## src/rtl/dcache_pkg.sv

```systemverilog
// Shared constants and FSM state type for the direct-mapped data cache.
// Included by data_cache and dcache_storage.
package dcache_pkg;

    localparam int BLOCK_BYTES = 16;
    localparam int LINE_W      = BLOCK_BYTES * 8;
    localparam int OFFSET_W    = 4;
    localparam int WORD_W      = 2;
    localparam int MEM_ADDR_W  = 28;

    typedef enum logic [1:0] {
        IDLE,
        WRITEBACK,
        FETCH,
        REFILL
    } state_t;

endpackage

```

## src/rtl/dcache_storage.sv

```systemverilog
// Line storage: valid/dirty bits (reset) and tag/data arrays (not reset),
// one combinational read port and one whole-line write port.
module dcache_storage
    import dcache_pkg::*;
#(
    parameter int NUM_LINES = 8,
    parameter int IDX_W     = $clog2(NUM_LINES),
    parameter int TAG_W     = MEM_ADDR_W - IDX_W
) (
    input  logic              clock,
    input  logic              reset,
    input  logic [IDX_W-1:0]  rd_idx_i,
    output logic              rd_valid_o,
    output logic              rd_dirty_o,
    output logic [TAG_W-1:0]  rd_tag_o,
    output logic [LINE_W-1:0] rd_data_o,
    input  logic              we_i,
    input  logic [IDX_W-1:0]  wr_idx_i,
    input  logic [TAG_W-1:0]  wr_tag_i,
    input  logic [LINE_W-1:0] wr_data_i,
    input  logic              wr_dirty_i
);

    logic [NUM_LINES-1:0] valid_q;
    logic [NUM_LINES-1:0] dirty_q;
    logic [TAG_W-1:0]     tag_q  [NUM_LINES];
    logic [LINE_W-1:0]    data_q [NUM_LINES];

    always_ff @(posedge clock) begin
        if (reset) begin
            valid_q <= '0;
            dirty_q <= '0;
        end else if (we_i) begin
            valid_q[wr_idx_i] <= 1'b1;
            dirty_q[wr_idx_i] <= wr_dirty_i;
        end
    end

    always_ff @(posedge clock) begin
        if (we_i) begin
            tag_q[wr_idx_i]  <= wr_tag_i;
            data_q[wr_idx_i] <= wr_data_i;
        end
    end

    assign rd_valid_o = valid_q[rd_idx_i];
    assign rd_dirty_o = dirty_q[rd_idx_i];
    assign rd_tag_o   = tag_q[rd_idx_i];
    assign rd_data_o  = data_q[rd_idx_i];

endmodule

```

## src/rtl/data_cache.sv

```systemverilog
// Write-back, write-allocate direct-mapped data cache: miss FSM and CPU/memory
// handshake. Define DCACHE_STATS_EN to add saturating hit_count/miss_count ports.
module data_cache
    import dcache_pkg::*;
#(
    parameter int NUM_LINES   = 8,
    parameter int BLOCK_BYTES = dcache_pkg::BLOCK_BYTES
) (
    input  logic                  clock,
    input  logic                  reset,
    input  logic                  cpu_read,
    input  logic                  cpu_write,
    input  logic [31:0]           cpu_address,
    input  logic [31:0]           cpu_writedata,
    input  logic [3:0]            cpu_wstrb,
    output logic [31:0]           cpu_readdata,
    output logic                  cpu_busywait,
    output logic                  mem_read,
    output logic                  mem_write,
    output logic [MEM_ADDR_W-1:0] mem_address,
    output logic [BLOCK_BYTES*8-1:0] mem_writedata,
    input  logic [BLOCK_BYTES*8-1:0] mem_readdata,
    input  logic                  mem_busywait
`ifdef DCACHE_STATS_EN
   ,output logic [31:0]           hit_count,
    output logic [31:0]           miss_count
`endif
);

    localparam int IDX_W = $clog2(NUM_LINES);
    localparam int TAG_W = MEM_ADDR_W - IDX_W;
    localparam int BW    = BLOCK_BYTES * 8;

    state_t state_q, state_d;
    logic [IDX_W-1:0] miss_idx_q, miss_idx_d;
    logic [TAG_W-1:0] miss_tag_q, miss_tag_d;
    logic [BW-1:0]    fill_q, fill_d;

    logic [IDX_W-1:0]  req_idx, rd_idx;
    logic [TAG_W-1:0]  req_tag, rd_tag, wr_tag;
    logic [WORD_W-1:0] word;
    logic              access, hit, rd_valid, rd_dirty;
    logic              we, wr_dirty;
    logic [BW-1:0]     rd_data, wr_data, merged;

    assign req_idx = cpu_address[OFFSET_W +: IDX_W];
    assign req_tag = cpu_address[31 -: TAG_W];
    assign word    = cpu_address[OFFSET_W-1 -: WORD_W];
    assign access  = cpu_read ^ cpu_write;
    assign rd_idx  = (state_q == IDLE) ? req_idx : miss_idx_q;
    assign hit     = rd_valid && (rd_tag == req_tag);

    dcache_storage #(
        .NUM_LINES (NUM_LINES)
    ) u_storage (
        .clock      (clock),
        .reset      (reset),
        .rd_idx_i   (rd_idx),
        .rd_valid_o (rd_valid),
        .rd_dirty_o (rd_dirty),
        .rd_tag_o   (rd_tag),
        .rd_data_o  (rd_data),
        .we_i       (we),
        .wr_idx_i   (rd_idx),
        .wr_tag_i   (wr_tag),
        .wr_data_i  (wr_data),
        .wr_dirty_i (wr_dirty)
    );

    always_comb begin
        merged = rd_data;
        for (int b = 0; b < 4; b++) begin
            if (cpu_wstrb[b]) begin
                merged[{word, b[1:0], 3'b000} +: 8] = cpu_writedata[b*8 +: 8];
            end
        end
    end

    assign cpu_readdata  = rd_data[{word, 5'b00000} +: 32];
    assign mem_writedata = rd_data;

    always_comb begin
        state_d      = state_q;
        miss_idx_d   = miss_idx_q;
        miss_tag_d   = miss_tag_q;
        fill_d       = fill_q;
        cpu_busywait = 1'b0;
        mem_read     = 1'b0;
        mem_write    = 1'b0;
        mem_address  = {miss_tag_q, miss_idx_q};
        we           = 1'b0;
        wr_tag       = rd_tag;
        wr_data      = merged;
        wr_dirty     = 1'b1;
        unique case (state_q)
            IDLE: begin
                if (access && hit) begin
                    we = cpu_write && (cpu_wstrb != 4'b0000);
                end else if (access) begin
                    cpu_busywait = 1'b1;
                    miss_idx_d   = req_idx;
                    miss_tag_d   = req_tag;
                    state_d      = (rd_valid && rd_dirty) ? WRITEBACK : FETCH;
                end
            end
            WRITEBACK: begin
                cpu_busywait = 1'b1;
                mem_write    = 1'b1;
                mem_address  = {rd_tag, miss_idx_q};
                if (!mem_busywait) state_d = FETCH;
            end
            FETCH: begin
                cpu_busywait = 1'b1;
                mem_read     = 1'b1;
                if (!mem_busywait) begin
                    fill_d  = mem_readdata;
                    state_d = REFILL;
                end
            end
            REFILL: begin
                cpu_busywait = 1'b1;
                we           = 1'b1;
                wr_tag       = miss_tag_q;
                wr_data      = fill_q;
                wr_dirty     = 1'b0;
                state_d      = IDLE;
            end
            default: state_d = IDLE;
        endcase
        // Reset wins over any pending access or line write.
        if (reset) begin
            cpu_busywait = 1'b0;
            we           = 1'b0;
        end
    end

    always_ff @(posedge clock) begin
        if (reset) begin
            state_q    <= IDLE;
            miss_idx_q <= '0;
            miss_tag_q <= '0;
            fill_q     <= '0;
        end else begin
            state_q    <= state_d;
            miss_idx_q <= miss_idx_d;
            miss_tag_q <= miss_tag_d;
            fill_q     <= fill_d;
        end
    end

`ifdef DCACHE_STATS_EN
    logic [31:0] hit_q, miss_q;

    always_ff @(posedge clock) begin
        if (reset) begin
            hit_q  <= '0;
            miss_q <= '0;
        end else if (state_q == IDLE && access) begin
            if (hit && hit_q != 32'hFFFF_FFFF) hit_q <= hit_q + 32'd1;
            if (!hit && miss_q != 32'hFFFF_FFFF) miss_q <= miss_q + 32'd1;
        end
    end

    assign hit_count  = hit_q;
    assign miss_count = miss_q;
`endif

endmodule

```

## config.mk

```make
export PLATFORM = sky130hd
export DESIGN_NAME = data_cache
export DESIGN_NICKNAME = d
export VERILOG_FILES = /design/src/rtl/dcache_pkg.sv /design/src/rtl/dcache_storage.sv /design/src/rtl/data_cache.sv
export SDC_FILE = /design/constraint.sdc
export NUM_CORES = 2
export LEC_CHECK = 0
export ABC_AREA = 1
export CORE_MARGIN = 2
export CORE_UTILIZATION = 37
export DETAILED_ROUTE_END_ITERATION = 12
export PLACE_DENSITY = 0.56
export SETUP_SLACK_MARGIN = 0.5
export SLEW_MARGIN = 20
export SYNTH_ARGS = -nofsm -noshare
export SYNTH_HDL_FRONTEND = slang
export SYNTH_HIERARCHICAL = 1
export SYNTH_SLANG_ARGS = --single-unit
export TNS_END_PERCENT = 1
```

## constraint.sdc

```tcl
create_clock -name clock -period 16 [get_ports clock]
set_input_delay 3.2 -clock clock [delete_from_list [all_inputs] [get_ports clock]]
set_output_delay 3.2 -clock clock [all_outputs]
set_load 0.01 [all_outputs]
```

==> results_dict.tcl <==
set metrics [dict create \
    portBuffers 389 \
    postRouteAntennaNets 0 \
    finClkSkew_ns 0.0498 \
    place_inst 9666 \
    drive_above_1_share_pct 4.98 \
    worstMarginPinSlew_ns 1.19 \
    clk_pin_slew_ns 0.06 \
    worstSetupPathType "in -> out" \
    grt_usage_pct 24.7 \
    startpoint "cpu_address[5]" \
    crit_required_ns 12.80 \
    synth_top_area_share_pct 56.8 \
    hold_buffers 0 \
    clockBufferDepth 3 \
    postLayoutCellArea_um2 75700 \
    seqPwrFrac_pct 33.8 \
    yosys.area.top_type "edfxtp_1" \
    power.density_nw_per_um2 196 \
    p_switching_mw 6.07 \
    final_cells 9962 \
    grt-ovfl-total 0 \
    yosysMostFrequentCell "nand2_1" \
    core.rowCount 153 \
    antenna_found_initial 9 \
    end_kind "primary output" \
    syn_to_final_growth_pct 17.0 \
    clock_sinks 1398 \
    placed_area_um2 70400 \
    post_cts_resized 0 \
    drc 0 \
    intPower_mw 8.76 \
    synth-edff-count 1224 \
    post-route-period-util_pct 71.5 \
    sw_frac_of_total_pct 41.0 \
    syn_inst 7253 \
    finalSetupViolCount 0 \
    h-tree-depth 4 \
    cp_max_fo 62 \
    synth.net_count 7464 \
    numCtsBuffers 156 \
    avgRoutedWirePerCell_um 22.7 \
    clkLatencyLatePin_ns 0.81 \
    fin_crit_ns 11.44 \
    p_leak_nw 33.8 \
    vias 49389 \
    startpoint_type "input pin" \
    die-height_um 422 \
    async_reset_ff_share_pct 0 \
    min_from "u_storage/valid_q[6]" \
    synth_cell_type_count 35 \
    io_pins 392 \
    netlist_area_um2 64700 \
    ys_seq_area_share_pct 62.2 \
    cap_violations 0 \
    cts_root_buf "clkbuf_16" \
    hold_path_class "reg -> reg" \
    crit_arrival_ns 8.24 \
    synthFlopType "edfxtp_1" \
    utilization_pct 43.5 \
    grt_pass1_vias 45267 \
    rsz0062_at_grt "false" \
    relSlewSlack_pct 20.9 \
    cts_tree "done" \
    final_nets 7710 \
    drt_iter0_drc 5257 \
    post_drt_via_cell_ratio 4.96 \
    synth-seq-cells 1398 \
    start_util_pct 37.2 \
    setup_slack_ns 4.56 \
    cts_setup_buffers 0 \
    place_ws_ns 4.78 \
    ir_worst_vdd_uv 215 \
    fin_tns_setup_ns 0 \
    whs_ns 0.457 \
    syn_area_per_cell_um2 8.92 \
    yosys_warnings 6 \
    die_x_um 422 \
    finalHoldViolations 0 \
    routabilityCongestion 1.06 \
    power_mw 14.8 \
    totalWireLength_mm 226 \
    first_pass_iters 6 \
    p_clk_share_pct 24.8 \
    grt_max_degree 299 \
    clock.fmax_mhz 87.4 \
    core_area_um2 174000 \
    comb_power_share_pct 41.5 \
    yosys-top-cells-area "edfxtp_1 (57%), nand2_1 (13%), inv_1 (7.9%)" \
    grt_pass1_wl_mm 321 \
    hpwl_mm 139 \
    r2r_start "state_q[0]" \
    die-area_um2 178000 \
    slew_violations 0 \
    yosys-top-cells-count "nand2_1 (2291), inv_1 (1353), edfxtp_1 (1224)" \
    status "finished clean" \
]
layer usage:
| layer | wire length (µm) | GRT usage [%] |
|---|---|---|
| met5 | 0 | 0 |
| met4 | 19700 | 18.7 |
| met3 | 17000 | 4.46 |
| met2 | 102000 | 38.5 |
| met1 | 88000 | 30.7 |
power by group through the flow:
| stage | Sequential, mW | Clock (mW) | Combinational, mW |
|---|---|---|---|
| after floorplan | 5.05 | 0 | 3.27 |
| after global placement | 5.08 | 0 | 5.99 |
| after detailed placement | 5.08 | 0 | 6.04 |
| after CTS | 5.01 | 3.72 | 6.07 |
| after global routing | 5.02 | 3.86 | 6.55 |
| final | 5.01 | 3.67 | 6.15 |
cell type report:
type	instances	area, µm²
antenna	4	10.0
multi-input combinational	4116	17500
clock buffer	231	4590
clock inverter	61	696
timing repair buffer	452	4440
fill	16738	98200
sequential	1398	40200
tap	2325	2910
inverter	1375	5260
cells in the final DEF (no fill, tap or decap), types with 57 or more instances in the layout:
master / netlist / final
inv_1: 1353 / 1343
o21ai_0: 230 / 224
a221oi_1: 64 / 64
nand2_1: 2291 / 2288
edfxtp_1: 1224 / 1224
dfxtp_1: 174 / 174
nand3_1: 634 / 634
clkdlybuf4s50_1: 0 / 386
nor2_1: 622 / 620
buf_4: 11 / 57
clkbuf_16: 0 / 165
a21oi_1: 170 / 170
worst max-delay path, cell delays in order:
cell             delay [ns]
clkdlybuf4s50_1        0.48
nand2_1                0.09
nand2_4                0.53
buf_4                  0.80
buf_4                  0.70
nand3_1                0.14
nand2_1                0.09
nand2_1                0.05
nand2_1                0.28
o21ai_0                0.17
o22ai_1                0.81
clkdlybuf4s50_1        0.70
worst paths after layout:
path	end	slack, ns	cells after the start
max	cpu_readdata[19]	4.56	12
min	u_storage/valid_q[6]	0.46	2
max reg2reg	u_storage/data_q[3][45]	8.19	23
min reg2reg	u_storage/valid_q[6]	0.46	2
state kept, by name, summed over array words and instances (netlist names):
signal             cells
state_q                2
u_storage/valid_q      8
miss_idx_q             3
u_storage/tag_q      200
miss_tag_q            25
fill_q               128
u_storage/data_q    1024
u_storage/dirty_q      8
cell families (layout without fill, tap and decap cells):
| group | Yosys count | in the layout | share of synthesized area (%) |
|---|---|---|---|
| compound gates | 522 | 522 | 4.60 |
| xor+xnor | 2 | 2 | 0.0271 |
| fa+ha+maj | 10 | 10 | 0.193 |
| buf+inv | 1739 | 2119 | 10.8 |
| flops | 1398 | 1398 | 62.2 |
| other cells | 0 | 4 | 0 |
| simple gates | 3582 | 3582 | 22.2 |
No activity file was read; power rests on OpenSTA's default activity.
